File: src/rtl/seg_scan_pkg.sv
// Shared definitions for the seven-segment scan controller.
// Contents:
//   state_t    - scan FSM phase (BLANK: all anodes off, ON: one digit lit)
//   SEG_BLANK  - segment pattern with every segment dark
//   SEG_DIGIT  - segment patterns for BCD 0..9, bit0 = a ... bit6 = g
//   clog2w     - ceil(log2(n)) with a floor of 1, used for counter/index widths
package seg_scan_pkg;

    typedef enum logic {
        BLANK = 1'b0,
        ON    = 1'b1
    } state_t;

    localparam logic [6:0] SEG_BLANK = 7'h00;

    // Packed so that SEG_DIGIT[n] is the pattern for digit n.
    localparam logic [9:0][6:0] SEG_DIGIT = {
        7'h6F, 7'h7F, 7'h07, 7'h7D, 7'h6D,
        7'h66, 7'h4F, 7'h5B, 7'h06, 7'h3F
    };

    function automatic int unsigned clog2w(input int unsigned n);
        int unsigned w;
        w = 1;
        while ((64'd1 << w) < 64'(n)) begin
            w = w + 1;
        end
        return w;
    endfunction

endpackage

File: src/rtl/seg_scan_ctrl_if.sv
// Bus between the system-side value registers and the scan controller/pins.
// Signals:
//   en, load, bcd_in, dp_in           - driven by the system side (master)
//   load_ack                          - load acknowledge pulse back to master
//   seg_out, dp_out, an_n             - display pin drives
//   digit_idx, frame_done             - scan position / frame boundary status
interface seg_scan_ctrl_if
    import seg_scan_pkg::*;
#(
    parameter int unsigned DIGITS = 4
) ();

    localparam int unsigned IW = clog2w(DIGITS);

    logic                  en;
    logic                  load;
    logic [4*DIGITS-1:0]   bcd_in;
    logic [DIGITS-1:0]     dp_in;
    logic                  load_ack;
    logic [6:0]            seg_out;
    logic                  dp_out;
    logic [DIGITS-1:0]     an_n;
    logic [IW-1:0]         digit_idx;
    logic                  frame_done;

    modport master (
        output en, load, bcd_in, dp_in,
        input  load_ack, seg_out, dp_out, an_n, digit_idx, frame_done
    );

    modport slave (
        input  en, load, bcd_in, dp_in,
        output load_ack, seg_out, dp_out, an_n, digit_idx, frame_done
    );

endinterface

File: src/rtl/seg_scan_ctrl_dec.sv
// BCD to seven-segment decoder, purely combinational.
// Ports:
//   bcd [3:0] - BCD digit in
//   seg [6:0] - active-high segments, bit0 = a ... bit6 = g; codes above 9 give all-dark
module sevenSegment
    import seg_scan_pkg::*;
(
    input  logic [3:0] bcd,
    output logic [6:0] seg
);

    always_comb begin
        seg = SEG_BLANK;
        if (bcd <= 4'd9) begin
            seg = SEG_DIGIT[bcd];
        end
    end

endmodule

File: src/rtl/seg_scan_ctrl.sv
// Time-multiplexed scan controller for a common-anode multi-digit seven-segment
// display. One shared decoder, BLANK gap between digits, frame-atomic updates.
// Ports:
//   clk    - system clock, rising edge
//   rst_n  - asynchronous active-low reset
//   bus    - slave side of seg_scan_ctrl_if (enable, load handshake, pin drives,
//            scan position and frame_done pulse); all outputs registered
module seg_scan_ctrl
    import seg_scan_pkg::*;
#(
    parameter int unsigned DIGITS      = 4,
    parameter int unsigned PRESCALE    = 50000,
    parameter int unsigned BLANK_CYC   = 16,
    parameter int unsigned LZ_SUPPRESS = 1
) (
    input  logic           clk,
    input  logic           rst_n,
    seg_scan_ctrl_if.slave bus
);

    localparam int unsigned IW   = clog2w(DIGITS);
    localparam int unsigned PMAX = (PRESCALE > BLANK_CYC) ? PRESCALE : BLANK_CYC;
    localparam int unsigned CW   = clog2w(PMAX);

    localparam logic [CW-1:0] ON_LAST    = CW'(PRESCALE - 1);
    localparam logic [CW-1:0] BLANK_LAST = CW'(BLANK_CYC - 1);
    localparam logic [IW-1:0] IDX_LAST   = IW'(DIGITS - 1);

    state_t              state_q, state_d;
    logic [CW-1:0]       cnt_q, cnt_d;
    logic [IW-1:0]       idx_q, idx_d;
    logic [4*DIGITS-1:0] stage_q, stage_d;
    logic [DIGITS-1:0]   stage_dp_q, stage_dp_d;
    logic [4*DIGITS-1:0] disp_q, disp_d;
    logic [DIGITS-1:0]   disp_dp_q, disp_dp_d;
    logic                pend_q, pend_d;
    logic                ack_q, ack_d;
    logic [6:0]          seg_q, seg_d;
    logic                dp_q, dp_d;
    logic [DIGITS-1:0]   an_q, an_d;
    logic                fd_q, fd_d;

    logic [3:0]          digit_v [DIGITS];
    logic [DIGITS-1:0]   lead_blank;
    logic                lz_run;
    logic [6:0]          dec_seg;
    logic [6:0]          seg_on;
    logic                frame_end;

    always_comb begin
        for (int unsigned i = 0; i < DIGITS; i++) begin
            digit_v[i] = disp_q[4*i +: 4];
        end
    end

    // Leading-blank run from the top digit down. Invalid (>9) digits are dark
    // anyway, so they extend the run just like zeros do. Digit 0 is never
    // part of the run.
    always_comb begin
        lead_blank = '0;
        lz_run     = 1'b1;
        for (int unsigned i = DIGITS - 1; i >= 1; i--) begin
            lz_run        = lz_run & ((digit_v[i] == 4'd0) | (digit_v[i] > 4'd9));
            lead_blank[i] = lz_run;
        end
    end

    sevenSegment u_dec (
        .bcd (digit_v[idx_q]),
        .seg (dec_seg)
    );

    always_comb begin
        seg_on = dec_seg;
        if ((digit_v[idx_q] > 4'd9) || ((LZ_SUPPRESS != 0) && lead_blank[idx_q])) begin
            seg_on = SEG_BLANK;
        end
    end

    always_comb begin
        state_d    = state_q;
        cnt_d      = cnt_q;
        idx_d      = idx_q;
        stage_d    = stage_q;
        stage_dp_d = stage_dp_q;
        disp_d     = disp_q;
        disp_dp_d  = disp_dp_q;
        pend_d     = pend_q;
        ack_d      = bus.load;
        seg_d      = seg_q;
        dp_d       = dp_q;
        an_d       = an_q;
        fd_d       = 1'b0;
        frame_end  = 1'b0;

        if (!bus.en) begin
            state_d = BLANK;
            cnt_d   = '0;
            idx_d   = '0;
            an_d    = '1;
            seg_d   = SEG_BLANK;
            dp_d    = 1'b0;
        end else begin
            case (state_q)
                BLANK: begin
                    if (cnt_q == BLANK_LAST) begin
                        state_d     = ON;
                        cnt_d       = '0;
                        an_d        = '1;
                        an_d[idx_q] = 1'b0;
                        seg_d       = seg_on;
                        dp_d        = disp_dp_q[idx_q];
                    end else begin
                        cnt_d = cnt_q + 1'b1;
                    end
                end
                ON: begin
                    if (cnt_q == ON_LAST) begin
                        state_d = BLANK;
                        cnt_d   = '0;
                        an_d    = '1;
                        seg_d   = SEG_BLANK;
                        dp_d    = 1'b0;
                        if (idx_q == IDX_LAST) begin
                            idx_d     = '0;
                            fd_d      = 1'b1;
                            frame_end = 1'b1;
                        end else begin
                            idx_d = idx_q + 1'b1;
                        end
                    end else begin
                        cnt_d = cnt_q + 1'b1;
                    end
                end
                default: begin
                    state_d = BLANK;
                    cnt_d   = '0;
                end
            endcase
        end

        if (bus.load) begin
            stage_d    = bus.bcd_in;
            stage_dp_d = bus.dp_in;
            pend_d     = 1'b1;
        end

        // A load landing on the frame boundary bypasses staging so it is not
        // left pending for a whole extra frame.
        if (frame_end) begin
            if (bus.load) begin
                disp_d    = bus.bcd_in;
                disp_dp_d = bus.dp_in;
                pend_d    = 1'b0;
            end else if (pend_q) begin
                disp_d    = stage_q;
                disp_dp_d = stage_dp_q;
                pend_d    = 1'b0;
            end
        end
    end

    always_ff @(posedge clk or negedge rst_n) begin
        if (!rst_n) begin
            state_q    <= BLANK;
            cnt_q      <= '0;
            idx_q      <= '0;
            stage_q    <= '0;
            stage_dp_q <= '0;
            disp_q     <= '0;
            disp_dp_q  <= '0;
            pend_q     <= 1'b0;
            ack_q      <= 1'b0;
            seg_q      <= SEG_BLANK;
            dp_q       <= 1'b0;
            an_q       <= '1;
            fd_q       <= 1'b0;
        end else begin
            state_q    <= state_d;
            cnt_q      <= cnt_d;
            idx_q      <= idx_d;
            stage_q    <= stage_d;
            stage_dp_q <= stage_dp_d;
            disp_q     <= disp_d;
            disp_dp_q  <= disp_dp_d;
            pend_q     <= pend_d;
            ack_q      <= ack_d;
            seg_q      <= seg_d;
            dp_q       <= dp_d;
            an_q       <= an_d;
            fd_q       <= fd_d;
        end
    end

    assign bus.load_ack   = ack_q;
    assign bus.seg_out    = seg_q;
    assign bus.dp_out     = dp_q;
    assign bus.an_n       = an_q;
    assign bus.digit_idx  = idx_q;
    assign bus.frame_done = fd_q;

endmodule

File: src/flat_wrapper.sv
// flat-port wrapper written by rule: the top's interface ports become plain ports
module seg_scan_ctrl_flat import seg_scan_pkg::*;
#(
    parameter int unsigned DIGITS      = 4,
    parameter int unsigned PRESCALE    = 50000,
    parameter int unsigned BLANK_CYC   = 16,
    parameter int unsigned LZ_SUPPRESS = 1
)
  (clk, rst_n, bus_en, bus_load, bus_bcd_in, bus_dp_in, bus_load_ack, bus_seg_out, bus_dp_out, bus_an_n, bus_digit_idx, bus_frame_done);
  seg_scan_ctrl_if #(.DIGITS(DIGITS)) bus_i ();
  input  logic clk;
  input  logic rst_n;
  input wire logic [$bits(bus_i.en)-1:0] bus_en;
  input wire logic [$bits(bus_i.load)-1:0] bus_load;
  input wire logic [$bits(bus_i.bcd_in)-1:0] bus_bcd_in;
  input wire logic [$bits(bus_i.dp_in)-1:0] bus_dp_in;
  output wire logic [$bits(bus_i.load_ack)-1:0] bus_load_ack;
  output wire logic [$bits(bus_i.seg_out)-1:0] bus_seg_out;
  output wire logic [$bits(bus_i.dp_out)-1:0] bus_dp_out;
  output wire logic [$bits(bus_i.an_n)-1:0] bus_an_n;
  output wire logic [$bits(bus_i.digit_idx)-1:0] bus_digit_idx;
  output wire logic [$bits(bus_i.frame_done)-1:0] bus_frame_done;
  assign bus_i.en = bus_en;
  assign bus_i.load = bus_load;
  assign bus_i.bcd_in = bus_bcd_in;
  assign bus_i.dp_in = bus_dp_in;
  assign bus_load_ack = bus_i.load_ack;
  assign bus_seg_out = bus_i.seg_out;
  assign bus_dp_out = bus_i.dp_out;
  assign bus_an_n = bus_i.an_n;
  assign bus_digit_idx = bus_i.digit_idx;
  assign bus_frame_done = bus_i.frame_done;
  seg_scan_ctrl #(.DIGITS(DIGITS), .PRESCALE(PRESCALE), .BLANK_CYC(BLANK_CYC), .LZ_SUPPRESS(LZ_SUPPRESS)) u_core (.clk(clk), .rst_n(rst_n), .bus(bus_i));
endmodule
File: config.mk
export PLATFORM = sky130hd
export DESIGN_NAME = seg_scan_ctrl_flat
export DESIGN_NICKNAME = d
export VERILOG_FILES = /design/src/rtl/seg_scan_pkg.sv /design/src/rtl/seg_scan_ctrl_if.sv /design/src/rtl/seg_scan_ctrl_dec.sv /design/src/rtl/seg_scan_ctrl.sv /design/src/flat_wrapper.sv
export SDC_FILE = /design/constraint.sdc
export NUM_CORES = 1
export LEC_CHECK = 0
export BUFFER_PORTS_ARGS = -buffer_cell sky130_fd_sc_hd__buf_2
export CAP_MARGIN = 20
export CORE_ASPECT_RATIO = 0.9
export CORE_MARGIN = 1
export CORE_UTILIZATION = 40
export CTS_CLUSTER_SIZE = 28
export DETAILED_ROUTE_END_ITERATION = 8
export GPL_TIMING_DRIVEN = 0
export PLACE_DENSITY_LB_ADDON = 0.3
export SLEW_MARGIN = 20
export SYNTH_ARGS = -nofsm -noshare
export SYNTH_HDL_FRONTEND = slang
export SYNTH_SLANG_ARGS = --single-unit
File: constraint.sdc
create_clock -name clk -period 2.9 [get_ports clk]
set_input_delay 0 -clock clk [delete_from_list [all_inputs] [get_ports clk]]
set_output_delay 0 -clock clk [all_outputs]
set_load 0.05 [all_outputs]
==> Word-level counts from Yosys, hierarchy flattened <==
Memories as Yosys holds them, arrays and structs flattened.
Index checks and enable logic that the tools add are counted.
{ "classes": {"muxes": 48, "reduce_logical": 9, "n_eq_ne": 7, "add_sub_neg": 2, "magnitude_cmp": 9, "n_bitwise": 8} }
{ "op_table": {"columns": ["op", "n"], "rows": [
  ["16-bit two-way mux", 5],
  ["7-bit two-way mux", 6],
  ["16-bit case mux with 2 select lines", 1],
  ["4-bit two-way mux", 7],
  ["1-bit two-way mux", 17],
  ["16-bit by 1-bit adder with 16-bit output (second input constant)", 1],
  ["16-bit equality test (second input constant)", 1],
  ["16-bit by 4-bit equality test with 1-bit output (second input constant)", 1],
  ["4-bit greater-than comparator (second input constant)", 4],
  ["7-bit case mux with 2 select lines", 1],
  ["4-bit zero test", 3],
  ["4-bit binary-select mux with 2-bit select", 1],
  ["2-bit two-way mux", 4],
  ["4-bit case mux with 2 select lines", 1],
  ["2-bit AND reduction", 3],
  ["4-bit by 5-bit less-than comparator with 1-bit output (second input constant)", 1],
  ["1-bit binary-select mux with 2-bit select", 2],
  ["4-bit <= comparator (second input constant)", 1],
  ["2-bit by 1-bit inequality test with 1-bit output (second input constant)", 2],
  ["4-bit inverter", 1],
  ["1-bit case mux with 2 select lines", 2],
  ["3-bit greater-or-equal comparator (second input constant)", 1],
  ["2-bit by 3-bit less-than comparator with 1-bit output (second input constant)", 1],
  ["3-bit by 2-bit inequality test with 1-bit output (second input constant)", 1],
  ["12 further kinds", 15]
]} }
{ "totals": {"romBits": 112, "ff_bits": 74, "mem_count": 1, "input_bits": 24, "output_inout_bits": 16, "wordCells": 97} }
{ "memory_table": {"columns": ["memory", "depth", "width", "read_ports", "rd_ports_with_merged_regs", "write_ports", "line", "rtl"], "rows": [
  ["(name not given)", 16, 7, 1, 0, 0, "seg_scan_ctrl_dec.sv:15", "seg = SEG_DIGIT[bcd];"]
]} }

==> Logic depth before layout (Yosys ltp) <==
Gate-level depths: netlist (run 1).
{ "logic_depth": {"word_depth": 11, "mapped_depth": 9, "ltp_nobuf": 8} }

==> Hierarchy <==
A second synthesis (run 1) with hierarchy kept.
{ "hier_totals": {"cells_unflattened": 289, "hier_area_um2": 3570.9} }
{ "by_module_without_submodules": {"columns": ["module", "instances", "area_each_um2", "seq_area_each_um2", "cells_each"], "rows": [
  ["seg_scan_ctrl", 1, 3384.5, 1856.8, 262],
  ["sevenSegment", 1, 186.4, 0.0, 27]
]} }

==> Least setup slack after synthesis (run 1) <==
Ideal clock, no wire load.
{ "synth_path": {"kind": "flip-flop to flip-flop", "start": "register u_core.idx_q[0] (netlist: u_core.bus.digit_idx[0])", "end": "register u_core.seg_q[2] (netlist: u_core.bus.seg_out[2])", "synth_period_minus_slack_ns": 2.629, "t_required_ns": 2.805, "stages_incl_launch_ff": 10, "path_buffers": 1, "path_slack_ns": 0.271, "t_arrival_ns": 2.534, "setup_ns": 0.095, "path_cell_list": "dfrtp_1 -> buf_2 -> mux4_2 -> inv_1 -> ha_1 -> o21ai_0 -> o221ai_1 -> and2_1 -> nand2_1 -> o31ai_1"} }
{ "synth_via": {"elab_chain_len": 11, "word_cells_on_any_way": 16, "classes_between": "order compare (2); mux (11); bitwise (1); reduce/logical (1); memory (1)"} }
{ "synth_rtl": {"columns": ["element", "line", "rtl"], "rows": [
  ["from (decl)", "seg_scan_ctrl.sv:31", "logic [IW-1:0] idx_q, idx_d;"],
  ["from (signal assigned)", "seg_scan_ctrl.sv:181", "idx_q <= idx_d;"],
  ["2-bit inverter with 3-bit output (not written as such)", "seg_scan_ctrl.sv:69, seg_scan_ctrl.sv:75", null],
  ["4-bit binary-select mux with 2-bit select", "seg_scan_ctrl.sv:69, seg_scan_ctrl.sv:75", null],
  ["4-bit two-way mux (not written as such) (2 in a row)", "seg_scan_ctrl.sv:69, seg_scan_ctrl.sv:75", null],
  ["memory read 16 x 7 bit", null, null],
  ["7-bit two-way mux (not written as such)", "seg_scan_ctrl_dec.sv:15", null],
  ["7-bit two-way mux", "seg_scan_ctrl_dec.sv:14", "if (bcd <= 4'd9) begin"],
  ["7-bit two-way mux (*)", "seg_scan_ctrl.sv:75", "if ((digit_v[idx_q] > 4'd9) || ((LZ_SUPPRESS != 0) && lead_blank[idx_q])) begin"],
  ["7-bit two-way mux (*)", "seg_scan_ctrl.sv:106", "if (cnt_q == BLANK_LAST) begin"],
  ["7-bit case mux with 2 select lines (*)", "seg_scan_ctrl.sv:104", "case (state_q)"],
  ["7-bit two-way mux (*)", "seg_scan_ctrl.sv:96", "if (!bus.en) begin"],
  ["to (signal assigned)", "seg_scan_ctrl.sv:188", "seg_q <= seg_d;"],
  ["to (decl)", "seg_scan_ctrl.sv:38", "logic [6:0] seg_q, seg_d;"]
]} }
Mark *: on every way between the ends. The rest lies on a longest branch, timed or not. The select of a mux whose other input is x is not followed.
A chain may end at the register's enable or synchronous reset.

==> Worst setup path in the final report (run 1) <==
Same ends and word-level chain as after synthesis.

==> results of run 1 <==
-- metal layers --
metal	global-route usage (%)	vias to the layer above	wire length [microns]
li1	-	1123	-
met2	23.2	41	2700
met1	24.1	1135	3550
met4	7.35	0	119
met3	4.82	11	222
met5	0	-	0
-- power by group --
part,internal (mW),switching (mW)
Combinational,0.0759,0.0805
Clock,0.312,0.398
Sequential,1.07,0.0115
Total,1.45,0.490
-- how the worst min path moves through the flow --
stage	end	slack, ns	depth (start not counted)
after global placement	u_core.bus.load_ack	0.16	1
after global routing	u_core.stage_q[9]	0.12	2
after floorplan	u_core.bus.digit_idx[0]	-0.30	0
final	u_core.stage_q[9]	0.09	2
after CTS	u_core.stage_q[9]	0.1	2
after detailed placement	u_core.stage_q[9]	-0.05	1
-- area by class of cell --
cell class	instances	area, sq um	area share (%)
Sequential cell	74	1860	44.1
Multi-Input combinational cell	185	1500	35.6
Timing Repair Buffer	63	455	10.8
Tap cell	115	144	3.42
Clock buffer	10	128	3.03
Buffer	10	57.6	1.37
Clock inverter	6	42.5	1.01
Inverter	8	30.0	0.713
-- flip-flops by register name, indices dropped and copies added (netlist names) --
| register | count |
|---|---|
| u_core.cnt_q | 16 |
| u_core.bus.load_ack | 1 |
| u_core.disp_dp_q | 4 |
| u_core.state_q | 1 |
| u_core.bus.an_n | 4 |
| u_core.bus.seg_out | 7 |
| u_core.stage_q | 16 |
| u_core.disp_q | 16 |
| u_core.bus.dp_out | 1 |
| u_core.bus.digit_idx | 2 |
| u_core.stage_dp_q | 4 |
| u_core.pend_q | 1 |
| u_core.bus.frame_done | 1 |
-- worst max-delay path, delay by kind of cell, from the launching register on --
family                   cells  cell delay, ns
AO/OA/AOI/OAI                3            0.60
adder cells (fa/ha/maj)      1            0.19
buffers and inverters        2            0.42
flip-flops                   1            0.41
multiplexers                 1            0.61
AND/OR/NAND/NOR              2            0.25
-- cells by family (layout without fill, tap and decap cells) --
| kind of cell | Yosys count | in the layout |
|---|---|---|
| xor+xnor | 13 | 13 |
| mux | 52 | 52 |
| compound gates | 28 | 28 |
| buf+inv | 18 | 97 |
| simple gates | 82 | 82 |
| flops | 74 | 74 |
| fa+ha+maj | 10 | 10 |
-- per-stage QoR --
| stage | std cells | setup WS (ns) |
|---|---|---|
| after floorplan | 277 | 0.271 |
| after global placement | 431 | 0.401 |
| after detailed placement | 432 | 0.345 |
| after CTS | 471 | 0.316 |
| after global routing | 471 | 0.0958 |
| final | 471 | 0.331 |
-- timing repair --
| action | 4_1_cts | 5_1_grt |
|---|---|---|
| hold buffers | 23 | 0 |
| gates resized for setup | 0 | 0 |
| endpoints found under the hold margin | 97 | 0 |
-- cell usage after synthesis, drive strengths merged --
cell type | number | area share (%)
o21bai | 2 | 0.44
o31ai | 3 | 0.65
or4 | 4 | 0.98
and4 | 1 | 0.29
buf | 6 | 1.2
nor3b | 1 | 0.22
and3 | 5 | 0.95
nor2b | 2 | 0.36
a21boi | 2 | 0.76
and2 | 3 | 0.62
nand2b | 1 | 0.18
a32oi | 2 | 0.51
o221ai | 1 | 0.25
mux2 | 46 | 15
xnor2 | 5 | 1.3
o21a | 1 | 0.22
nor4 | 2 | 0.36
o21ai | 8 | 1.2
mux2i | 2 | 0.58
nand4 | 5 | 0.91
ha | 10 | 3.6
nor3 | 3 | 0.44
nor2 | 23 | 2.7
nand2 | 19 | 2.1
inv | 8 | 0.87
nand3 | 10 | 1.5
clkbuf | 4 | 0.47
nand3b | 1 | 0.58
o2bb2ai | 4 | 1.0
xor2 | 8 | 2.0
dfstp | 4 | 3.1
a21oi | 5 | 0.73
or3 | 2 | 0.36
mux4 | 4 | 2.6
dfrtp | 70 | 51
==> results.sh, run 1 <==
export IMPL_synth_top_family_by_area="multiplexers"
export IMPL_die_h_microns=90.0
export IMPL_crit_start="u_core.bus.digit_idx[0]"
export IMPL_synth_area_mux_share_pct=18.2
export IMPL_diodes=0
export IMPL_final_hold_viol_count=0
export IMPL_wl_per_cell_microns=14.0
export IMPL_r2r_start="u_core.bus.digit_idx[0]"
export IMPL_clock_sinks=74
export IMPL_netlist_area_sq_um=3440
export IMPL_fp_dieW_microns=99.8
export IMPL_synth_simple_gate_area_share_pct=12.6
export IMPL_fin_crit_sh_pct=88.6
export IMPL_whs_ns=0.0874
export IMPL_timing_fmax_mhz=389
export IMPL_yosysWarnings=0
export IMPL_fillers=731
export IMPL_cp_max_fo=10
export IMPL_final_cell_mix="dfrtp_1, mux2_2, buf_2"
export IMPL_crit_slowest_cell="mux4_2"
export IMPL_worst_pin_slew_ns=0.614
export IMPL_power_mw=1.94
export IMPL_synth_distinct_cells=44
export IMPL_tritoncts="yes"
export IMPL_synth_seq_cells=74
export IMPL_postCtsSetupBuffers=0
export IMPL_final_layout_size_suffix_gt1_share_pct=34.8
export IMPL_drt_iter0_drc=103
export IMPL_cts_max_level=3
export IMPL_slowest_delay_ns=0.61
export IMPL_avgSynthCellArea_sq_um=12.4
export IMPL_clockBufferDepth=2
export IMPL_gp_congestion=0.793
export IMPL_crit_chain="buf_2, mux4_2, inv_1, ha_1, o21ai_0, o221ai_1, and2_1, nand2_1, o31ai_1"
export IMPL_synth_xor_area_share_pct=3.31
export IMPL_postRouteAntennaNets=0
export IMPL_area_growth_pct=22.4
export IMPL_reg2reg_slack_ns=0.33
export IMPL_status="finished clean"
export IMPL_critPathArrivalTime_ns=2.83
export IMPL_start_kind="flip-flop"
export IMPL_grt_pass1_wl_mm=11.5
export IMPL_cts_reportedPaths_clkPinSlew_ns=0.08
export IMPL_required_ns=3.16
export IMPL_maxCapViolCount=0
export IMPL_port_buffers=39
export IMPL_num_rows=31
export IMPL_dp_hpwl_mm=4.74
export IMPL_synth_fa_ha_area_share_pct=3.64
export IMPL_core_sq_um=8180
export IMPL_setup_tns_final_ns=0
export IMPL_root_buffer="clkbuf_8"
export IMPL_reg2reg_depth=9
export IMPL_grt_start_max_net_pins=48
export IMPL_num_vias=2310
export IMPL_wl_mm=6.59
export IMPL_final_common_cell="dfrtp_1"
export IMPL_hp_class="input port to asynchronous set/reset pin"
export IMPL_first_pass_iters=5
export IMPL_rsz0062_at_grt="false"
export IMPL_grt_usage_pct=16.7
export IMPL_die_area_sq_um=8980
export IMPL_ioPinCount=40
export IMPL_synth_compound_area_share_pct=5.74
export IMPL_finClkSkew_ns=0.0102
export IMPL_design_area_sq_um=4210
export IMPL_leakage_nw=1.92
export IMPL_final_min_clock_period_ns=2.57
export IMPL_clk_latency_ns=0.36
export IMPL_fin_util_pct=51.5
export IMPL_drc=0
export IMPL_crit_path_end_kind="flip-flop"
export IMPL_cp_endpoint="u_core.bus.seg_out[2]"
export IMPL_dpl_instance_area_sq_um=3810
export IMPL_slew_viol_final=0
export IMPL_power_density_nw_per_um2=462
export IMPL_crit_type="flip-flop to flip-flop"
export IMPL_yosysSeqAreaShare_pct=53.9
export IMPL_drt_vias_per_instance=4.90
export IMPL_syn_num_nets=311
export IMPL_nets=385
export IMPL_synth_cells=277
export IMPL_grt_pass1_vias=2330
export IMPL_cts_buffers=9
export IMPL_vdd_drop_max_mv=0.234
export IMPL_setup_viol=0
export IMPL_start_util_pct=42.1
export IMPL_antenna_found_initial=0
export IMPL_max_slew_margin_pct=58.7
export IMPL_r2r_end="u_core.bus.seg_out[2]"
export IMPL_gr_total_overflow=0
(Power assumes the default switching activity.)
==> run 2: changes to the inputs <==
REMOVE_ABC_BUFFERS = 1   (was not set)
==> run 2 against run 1 <==
Compared with the run above: global-route usage is 1.5 points lower; clock power increased by 14%; first-iteration DRC count down 34%; critical endpoint is now u_core.disp_q[13].
==> results.sh, run 2 (synthesis gave the netlist of run 1 again) <==
export IMPL_status="finished clean"
export IMPL_crit_start="u_core.cnt_q[0]"
export IMPL_gp_congestion=0.785
export IMPL_cts_max_level=3
export IMPL_grt_start_max_net_pins=41
export IMPL_drt_iter0_drc=68
export IMPL_final_cell_mix="dfrtp_1, mux2_2, buf_2"
export IMPL_cts_reportedPaths_clkPinSlew_ns=0.08
export IMPL_gr_total_overflow=0
export IMPL_vdd_drop_max_mv=0.220
export IMPL_worst_pin_slew_ns=0.901
export IMPL_start_kind="flip-flop"
export IMPL_drc=0
export IMPL_start_util_pct=42.1
export IMPL_grt_usage_pct=15.2
export IMPL_setup_tns_final_ns=0
export IMPL_cp_max_fo=20
export IMPL_core_sq_um=8180
export IMPL_num_vias=2255
export IMPL_grt_pass1_wl_mm=10.7
export IMPL_fin_crit_sh_pct=88.9
export IMPL_required_ns=3.13
export IMPL_finClkSkew_ns=0.0108
export IMPL_crit_type="flip-flop to flip-flop"
export IMPL_drt_vias_per_instance=4.90
export IMPL_clock_sinks=74
export IMPL_diodes=0
export IMPL_clk_latency_ns=0.35
export IMPL_critPathArrivalTime_ns=2.81
export IMPL_grt_pass1_vias=2310
export IMPL_die_area_sq_um=8980
export IMPL_maxCapViolCount=0
export IMPL_num_rows=31
export IMPL_antenna_found_initial=0
export IMPL_whs_ns=0.0223
export IMPL_setup_viol=0
export IMPL_wl_mm=6.23
export IMPL_nets=374
export IMPL_die_h_microns=90.0
export IMPL_hp_class="input port to flip-flop"
export IMPL_fillers=748
export IMPL_largest_registers="u_core.cnt_q (16), u_core.disp_q (16), u_core.stage_q (16)"
export IMPL_wl_per_cell_microns=13.6
export IMPL_crit_path_end_kind="flip-flop"
export IMPL_port_buffers=39
export IMPL_fp_dieW_microns=99.8
export IMPL_tritoncts="yes"
export IMPL_root_buffer="clkbuf_8"
export IMPL_power_density_nw_per_um2=488
export IMPL_postRouteAntennaNets=0
export IMPL_final_layout_size_suffix_gt1_share_pct=33.9
export IMPL_timing_fmax_mhz=388
export IMPL_max_slew_margin_pct=40.0
export IMPL_clockBufferDepth=2
export IMPL_final_hold_viol_count=0
export IMPL_area_growth_pct=21.2
export IMPL_slew_viol_final=0
export IMPL_final_common_cell="dfrtp_1"
export IMPL_hp_start="bus_load"
export IMPL_cts_buffers=9
export IMPL_post_cts_resized=0
export IMPL_leakage_nw=1.89
export IMPL_r2r_start="u_core.cnt_q[0]"
export IMPL_dp_hpwl_mm=4.42
export IMPL_first_pass_iters=4
export IMPL_postCtsSetupBuffers=0
export IMPL_rsz0062_at_grt="false"
export IMPL_final_min_clock_period_ns=2.58
export IMPL_ioPinCount=40
-- run 2: cell types whose count changed in the layout (fill, tap and decap cells not counted) --
cell           previous run  this run
buf_12                    0         1
buf_16                    1         0
buf_2                    41        38
buf_4                     3         1
buf_6                     1         0
bufinv_16                 0         1
clkbuf_1                  4         1
clkbuf_2                  1         0
clkbuf_8                  9        10
clkinv_2                  2         0
dlygate4sd3_1            23        22
-- run 2: layer usage --
metal  routed length (microns)  up-vias  global-route usage, %
met5                         0        -                      0
met4                        73        0                   5.27
met3                       248        6                   5.05
met2                      2760       38                   23.1
met1                      3150     1109                   20.4
li1                          -     1102                      -
-- run 2: layout make-up --
type	count	area [sq um]	area share (%)
clock buffer	11	141	3.39
clock inverter	5	62.6	1.50
inverter	8	30.0	0.720
multi-input combinational	185	1500	35.9
sequential	74	1860	44.5
tap	115	144	3.45
timing repair buffer	62	438	10.5
-- run 2: path summary, 6_finish.rpt --
check / end / slack (ns) / cells after the start
setup / recovery: u_core.disp_q[13] / 0.32 / 5
hold / removal: u_core.bus.load_ack / 0.02 / 1
setup reg to reg: u_core.disp_q[13] / 0.32 / 5
hold reg to reg: u_core.cnt_q[0] / 0.46 / 1
max in group asynchronous: u_core.bus.an_n[0] / 2.13 / 3
min in group asynchronous: u_core.bus.load_ack / 0.15 / 2
-- run 2: critical path: stages (launching register included) --
cell and delay, ns:
dfrtp_1 0.37, ha_1 0.20, and3_1 0.30, and3_1 0.35, and3_1 0.81, mux2_2 0.42
-- run 2: power by group --
part / internal, mW / switching [mW]
logic: 0.0715 / 0.0799
registers: 1.07 / 0.0113
clock network: 0.425 / 0.379
total: 1.56 / 0.471
-- run 2: repair_timing --
action                                  CTS  global route
hold buffers                             22             0
endpoints found under the setup margin    0             0
endpoints found under the hold margin    90             0
-- run 2: through the flow --
stage	area [sq um]	total power, mW	util [%]	worst slack (ns)	std cells
finish	4170	2.03	51.0	0.322	460
detailed placement	3750	1.23	45.8	0.321	422
CTS	4170	2.07	51.0	0.288	460
global placement	3720	1.22	45.5	0.350	421
global route	4170	2.12	51.0	0.0672	460
floorplan	3380	1.16	-	0.277	267
